`src/rtl/alu_uart_interface_pkg.sv`:
```
// Shared encodings for the ALU/UART control stage: FSM states and ALU opcodes.
package alu_uart_interface_pkg;

  localparam int STATE_W = 3;

  typedef enum logic [STATE_W-1:0] {
    WAIT_A  = 3'd0,
    WAIT_B  = 3'd1,
    WAIT_OP = 3'd2,
    EXEC    = 3'd3,
    SEND    = 3'd4
  } state_t;

  // ALU operation codes; the ALU model and the bench both read these.
  localparam logic [5:0] ADD = 6'b100000;
  localparam logic [5:0] SUB = 6'b100010;
  localparam logic [5:0] AND = 6'b100100;
  localparam logic [5:0] OR  = 6'b100101;
  localparam logic [5:0] XOR = 6'b100110;
  localparam logic [5:0] SRA = 6'b000011;
  localparam logic [5:0] SRL = 6'b000010;
  localparam logic [5:0] NOR = 6'b100111;

endpackage

```
`src/rtl/alu_uart_interface_if.sv`:
```
// Bundle of the UART receive/transmit handshakes and the ALU operand/result bus.
//
// Handshake rules:
//   rx_done  : one-cycle pulse; rx_data is valid in that cycle only. There is no
//              back-pressure, so a byte arriving while the stage is busy is dropped
//              and flagged by the sticky overrun output.
//   tx_start : one-cycle pulse with tx_data valid; it is only raised in a cycle
//              where tx_busy was sampled low (tx_busy acts as an inverted ready).
//   ALU      : operando_A/operando_B/cod_operacion are held registers; alu_result
//              is a purely combinational function of them.
interface alu_uart_interface_if #(
  parameter int NBITS  = 8,
  parameter int COD_OP = 6
);
  import alu_uart_interface_pkg::*;

  logic                 rx_done;
  logic [NBITS-1:0]     rx_data;
  logic [NBITS-1:0]     alu_result;
  logic                 tx_busy;
  logic [NBITS-1:0]     operando_A;
  logic [NBITS-1:0]     operando_B;
  logic [COD_OP-1:0]    cod_operacion;
  logic                 tx_start;
  logic [NBITS-1:0]     tx_data;
  logic                 overrun;
  logic [STATE_W-1:0]   state_dbg;

  // Control stage side.
  modport master (
    input  rx_done, rx_data, alu_result, tx_busy,
    output operando_A, operando_B, cod_operacion, tx_start, tx_data, overrun,
           state_dbg
  );

  // UART/ALU side.
  modport slave (
    output rx_done, rx_data, alu_result, tx_busy,
    input  operando_A, operando_B, cod_operacion, tx_start, tx_data, overrun,
           state_dbg
  );

endinterface

```
`src/rtl/alu_uart_interface.sv`:
```
// Control stage around a combinational ALU: collects A, B and opcode bytes from
// the UART receiver, captures the ALU result and hands it to the transmitter.
// NBITS must be >= COD_OP so the opcode fits in one received byte.
module alu_uart_interface
  import alu_uart_interface_pkg::*;
#(
  parameter int NBITS  = 8,
  parameter int COD_OP = 6
) (
  input  logic                  clk,
  input  logic                  rst_n,
  alu_uart_interface_if.master  bus
);

  state_t              state_q,    state_d;
  logic [NBITS-1:0]    op_a_q,     op_a_d;
  logic [NBITS-1:0]    op_b_q,     op_b_d;
  logic [COD_OP-1:0]   cod_q,      cod_d;
  logic [NBITS-1:0]    result_q,   result_d;
  logic [NBITS-1:0]    tx_data_q,  tx_data_d;
  logic                tx_start_q, tx_start_d;
  logic                overrun_q,  overrun_d;

  // Next-state and datapath update; tx_start defaults low so it is always a single pulse.
  always_comb begin
    state_d    = state_q;
    op_a_d     = op_a_q;
    op_b_d     = op_b_q;
    cod_d      = cod_q;
    result_d   = result_q;
    tx_data_d  = tx_data_q;
    tx_start_d = 1'b0;
    overrun_d  = overrun_q;
    case (state_q)
      WAIT_A: begin
        if (bus.rx_done) begin
          op_a_d  = bus.rx_data;
          state_d = WAIT_B;
        end
      end
      WAIT_B: begin
        if (bus.rx_done) begin
          op_b_d  = bus.rx_data;
          state_d = WAIT_OP;
        end
      end
      WAIT_OP: begin
        if (bus.rx_done) begin
          cod_d   = bus.rx_data[COD_OP-1:0];
          state_d = EXEC;
        end
      end
      EXEC: begin
        // Operands settled at the previous edge, so the ALU output is valid now.
        result_d = bus.alu_result;
        state_d  = SEND;
        if (bus.rx_done) overrun_d = 1'b1;
      end
      SEND: begin
        if (bus.rx_done) overrun_d = 1'b1;
        if (!bus.tx_busy) begin
          tx_start_d = 1'b1;
          tx_data_d  = result_q;
          state_d    = WAIT_A;
        end
      end
      default: state_d = WAIT_A;
    endcase
  end

  // State and datapath registers; reset aborts any transaction in flight.
  always_ff @(posedge clk or negedge rst_n) begin
    if (!rst_n) begin
      state_q    <= WAIT_A;
      op_a_q     <= '0;
      op_b_q     <= '0;
      cod_q      <= '0;
      result_q   <= '0;
      tx_data_q  <= '0;
      tx_start_q <= 1'b0;
      overrun_q  <= 1'b0;
    end else begin
      state_q    <= state_d;
      op_a_q     <= op_a_d;
      op_b_q     <= op_b_d;
      cod_q      <= cod_d;
      result_q   <= result_d;
      tx_data_q  <= tx_data_d;
      tx_start_q <= tx_start_d;
      overrun_q  <= overrun_d;
    end
  end

  assign bus.operando_A    = op_a_q;
  assign bus.operando_B    = op_b_q;
  assign bus.cod_operacion = cod_q;
  assign bus.tx_start      = tx_start_q;
  assign bus.tx_data       = tx_data_q;
  assign bus.overrun       = overrun_q;
  assign bus.state_dbg     = state_q;

endmodule

```
`src/flat_wrapper.sv`:
```
// flat-port wrapper written by rule: the top's interface ports become plain ports
module alu_uart_interface_flat import alu_uart_interface_pkg::*;
#(
  parameter int NBITS  = 8,
  parameter int COD_OP = 6
)
  (clk, rst_n, bus_rx_done, bus_rx_data, bus_alu_result, bus_tx_busy, bus_operando_A, bus_operando_B, bus_cod_operacion, bus_tx_start, bus_tx_data, bus_overrun, bus_state_dbg);
  alu_uart_interface_if #(.NBITS(NBITS), .COD_OP(COD_OP)) bus_i ();
  input  logic clk;
  input  logic rst_n;
  input wire logic [$bits(bus_i.rx_done)-1:0] bus_rx_done;
  input wire logic [$bits(bus_i.rx_data)-1:0] bus_rx_data;
  input wire logic [$bits(bus_i.alu_result)-1:0] bus_alu_result;
  input wire logic [$bits(bus_i.tx_busy)-1:0] bus_tx_busy;
  output wire logic [$bits(bus_i.operando_A)-1:0] bus_operando_A;
  output wire logic [$bits(bus_i.operando_B)-1:0] bus_operando_B;
  output wire logic [$bits(bus_i.cod_operacion)-1:0] bus_cod_operacion;
  output wire logic [$bits(bus_i.tx_start)-1:0] bus_tx_start;
  output wire logic [$bits(bus_i.tx_data)-1:0] bus_tx_data;
  output wire logic [$bits(bus_i.overrun)-1:0] bus_overrun;
  output wire logic [$bits(bus_i.state_dbg)-1:0] bus_state_dbg;
  assign bus_i.rx_done = bus_rx_done;
  assign bus_i.rx_data = bus_rx_data;
  assign bus_i.alu_result = bus_alu_result;
  assign bus_i.tx_busy = bus_tx_busy;
  assign bus_operando_A = bus_i.operando_A;
  assign bus_operando_B = bus_i.operando_B;
  assign bus_cod_operacion = bus_i.cod_operacion;
  assign bus_tx_start = bus_i.tx_start;
  assign bus_tx_data = bus_i.tx_data;
  assign bus_overrun = bus_i.overrun;
  assign bus_state_dbg = bus_i.state_dbg;
  alu_uart_interface #(.NBITS(NBITS), .COD_OP(COD_OP)) u_core (.clk(clk), .rst_n(rst_n), .bus(bus_i));
endmodule
```
`config.mk`:
```
export PLATFORM = sky130hd
export DESIGN_NAME = alu_uart_interface_flat
export DESIGN_NICKNAME = d
export VERILOG_FILES = /design/src/rtl/alu_uart_interface_pkg.sv /design/src/rtl/alu_uart_interface_if.sv /design/src/rtl/alu_uart_interface.sv /design/src/flat_wrapper.sv
export SDC_FILE = /design/constraint.sdc
export NUM_CORES = 1
export LEC_CHECK = 0
export CAP_MARGIN = 20
export CORE_ASPECT_RATIO = 2
export CORE_MARGIN = 8
export CORE_UTILIZATION = 45
export DETAILED_ROUTE_END_ITERATION = 10
export PLACE_DENSITY = 0.83
export SYNTH_ARGS = -nofsm -noshare
export SYNTH_HDL_FRONTEND = slang
export SYNTH_SLANG_ARGS = --single-unit
```
`constraint.sdc`:
```
create_clock -name clk -period 2 [get_ports clk]
set_input_delay 0.4 -clock clk [delete_from_list [all_inputs] [get_ports clk]]
set_output_delay 0.4 -clock clk [all_outputs]
set_load 0.02 [all_outputs]
```
==> metrics.md <==
| Metric | Value |
|---|---|
| Routed Antenna Nets | 0 |
| RD Place Congestion | 0.661 |
| Crit path launch | u_core.bus.state_dbg[0]$_DFFE_PN0P_ |
| Worst path max stage delay | 0.68 ns |
| Grt ovf | 0 |
| Core Footprint | 3610 µm² |
| #FFs+latches synth | 43 |
| Relative slew slack | 0.685 |
| CP max-delay cell | clkdlybuf4s50_1 |
| Syn_nets | 122 |
| Largest net degree at the start of global routing | 44 |
| Postcts setup bufs | 0 |
| Vias per cell | 5.01 |
| Wirelength per Cell | 18.6 µm |
| Worst skew pair latency | 0.29 ns |
| # IOs | 55 |
| Ant diodes | 0 |
| CP top delay family | buffers and inverters |
| Library cells used by synthesis | 16 |
| Vias in the first global route | 1317 |
| Minimum clock period | 1.90 ns |
| Max-Cap Viols | 0 |
| Tcrit/Tclk final | 0.950 |
| Unrepaired setup endpoints after global routing | no |
| CTS tree | done |
| Proportion of layout cells with a drive suffix above 1 | 0.358 |
| First-pass GRT wire length | 6470 µm |
| Avg Inst Size Synth | 16.5 µm² |
| Chip Width | 59.3 µm |
| CTS root buffer | clkbuf_8 |
| CP Class | reg -> out |
| Final hold vios | 0 |
| Worst r2r path cells | 4 |
| Register area share after synthesis | 0.638 |
| Clock Path Buffers | 2 |
| Cell breakdown of the critical path | clkdlybuf4s50_1 |
| WP data arrival | 1.50 ns |
| Pwr/cell area | 1710 nW/µm² |
| Tightest Pin Transition | 0.471 ns |
| Mapped Cells | 102 |
| Sink Count | 43 |
| Hold WC Path Type | in -> async |
| Fmax | 527 MHz |
| Residual DRC | 0 |
| Critical R2R Capture | u_core.bus.operando_A[0]$_DFFE_PN0P_ |
| Critical Path Source Type | flop |
| Global Route Usage Sum | 0.140 |
| Vias | 1072 |
| Outcome | complete, no violations |
| Die area | 6080 µm² |
| Reg clk slew, reported paths | 0.08 ns |
| Initial antenna violation count | 0 |
| Synth-to-Final Area Change | 43.5% |
| Setup-failing EPs final | 0 |
| Clk_skew | 0.00806 ns |
| Post-layout net count | 184 |
| Fin Setup TNS | 0 ns |
| CTS Hold Buffers Added | 0 |
| WL final | 3970 µm |
| CP required | 1.60 ns |
| H-tree Lvls | 2 |
| Leakage | 0.00100 µW |
| TritonCTS Buffers | 5 |
| IO Port Bufs | 54 |
| Netlist Area Pre-Place | 1690 µm² |
| Worst Path Buf+Inv | 1 |
| Maximum vdd drop | 0.00105 V |
| FF-to-FF setup slack | 0.33 ns |
| Pwr Total | 4130 µW |
| Die Ht | 103 µm |
| Drt first pass iters | 2 |
| Number of warning messages in the yosys log | 0 |
| Post-detail-place hpwl | 3000 µm |
| Starting density of the core | 0.467 |
| CP max FO | 8 |
| CP Capture Type | primary output |
| Reg-to-Reg Start | u_core.bus.state_dbg[0]$_DFFE_PN0P_ |
| Drt first-iter violations | 14 |
| Row count | 31 |
| Max Slew Vio Count | 0 |
-- final cells by class --
class	instances	area, µm²
clock buffers	8	100
fillers	258	1190
multi-input cells	54	586
flip-flops and latches	43	1080
well taps	49	61.3
repair buffers	60	593
-- per-stage QoR --
| step | area, µm² | cells | hold WS [ns] | worst slack (ns) | utilization |
|---|---|---|---|---|---|
| floorplan | 1690 | 102 | 0.104 | 0.358 | - |
| global placement | 2320 | 206 | 0.384 | 0.123 | 0.642 |
| detailed placement | 2320 | 206 | 0.392 | 0.0851 | 0.642 |
| CTS | 2420 | 214 | 0.0834 | 0.0419 | 0.670 |
| global route | 2420 | 214 | 0.0917 | 0.0590 | 0.670 |
| finish | 2420 | 214 | 0.0717 | 0.101 | 0.670 |
-- state kept, by name (all words and copies together) (netlist names) --
signal / cells
u_core.result_q: 8
u_core.bus.state_dbg: 3
u_core.bus.tx_data: 8
u_core.bus.tx_start: 1
u_core.bus.operando_A: 8
u_core.bus.operando_B: 8
u_core.bus.cod_operacion: 6
u_core.bus.overrun: 1
-- cells by family (layout without fill, tap and decap cells) --
family                 count (synthesis)  in the layout  share of synthesized area
AND/OR/NAND/NOR                       12             12                     0.0735
buffers and inverters                  5             68                     0.0178
flip-flops                            43             43                      0.638
multiplexers                          38             38                      0.254
AO/OA/AOI/OAI                          4              4                     0.0163
-- placed cells by master, fill, tap and decap left out, types with 2 or more instances in the layout --
| cell | synthesis | routed |
|---|---|---|
| nand2b_1 | 2 | 2 |
| buf_4 | 2 | 5 |
| mux2_2 | 38 | 38 |
| nor4b_4 | 2 | 2 |
| a21oi_1 | 2 | 2 |
| clkbuf_8 | 0 | 7 |
| dfrtp_1 | 43 | 41 |
| clkdlybuf4s50_1 | 0 | 53 |
| dfrtp_2 | 0 | 2 |
| nand3b_1 | 2 | 2 |
-- cell usage after synthesis (all sizes together) --
cell / count / area share
or3b: 1 / 0.0052
and4b: 1 / 0.0059
a311o: 1 / 0.0059
mux2: 38 / 0.25
dfrtp: 43 / 0.64
nor4b: 2 / 0.028
buf: 5 / 0.018
nand2b: 2 / 0.0074
and4bb: 1 / 0.0074
nor4bb: 1 / 0.0059
nand3b: 2 / 0.0089
a21oi: 2 / 0.0059
o31ai: 1 / 0.0045
nor2: 1 / 0.0022
nand2: 1 / 0.0022
-- per-layer routing --
metal	vias up	share of wire	GRT usage	routed length, µm
met5	-	0	0	0
met4	0	0.014	0.0519	56
met3	6	0.089	0.0575	354
met2	37	0.56	0.250	2240
met1	543	0.33	0.137	1320
li1	486	-	-	-
-- worst max-delay path by stage --
| stage | to | slack, ns | cells after the start |
|---|---|---|---|
| global placement | u_core.bus.cod_operacion[4]$_DFFE_PN0P_ | 0.12 | 4 |
| global route | bus_state_dbg[1] | 0.06 | 1 |
| detailed placement | u_core.bus.cod_operacion[0]$_DFFE_PN0P_ | 0.09 | 4 |
| CTS | bus_state_dbg[2] | 0.04 | 1 |
| floorplan | u_core.bus.operando_A[0]$_DFFE_PN0P_ | 0.36 | 3 |
| finish | bus_state_dbg[0] | 0.10 | 1 |
-- where the power goes --
part	switching, µW	internal (µW)
combinational	864	1080
clock	273	315
sequential	298	1300
total	1440	2690
-- timing repair --
action | CTS | global route
pin swaps | 0 | 0
resized for setup | 1 | 1
hold endpoints to repair | 0 | 0
setup endpoints to repair | 1 | 1
No activity file was read; power rests on OpenSTA's default activity.
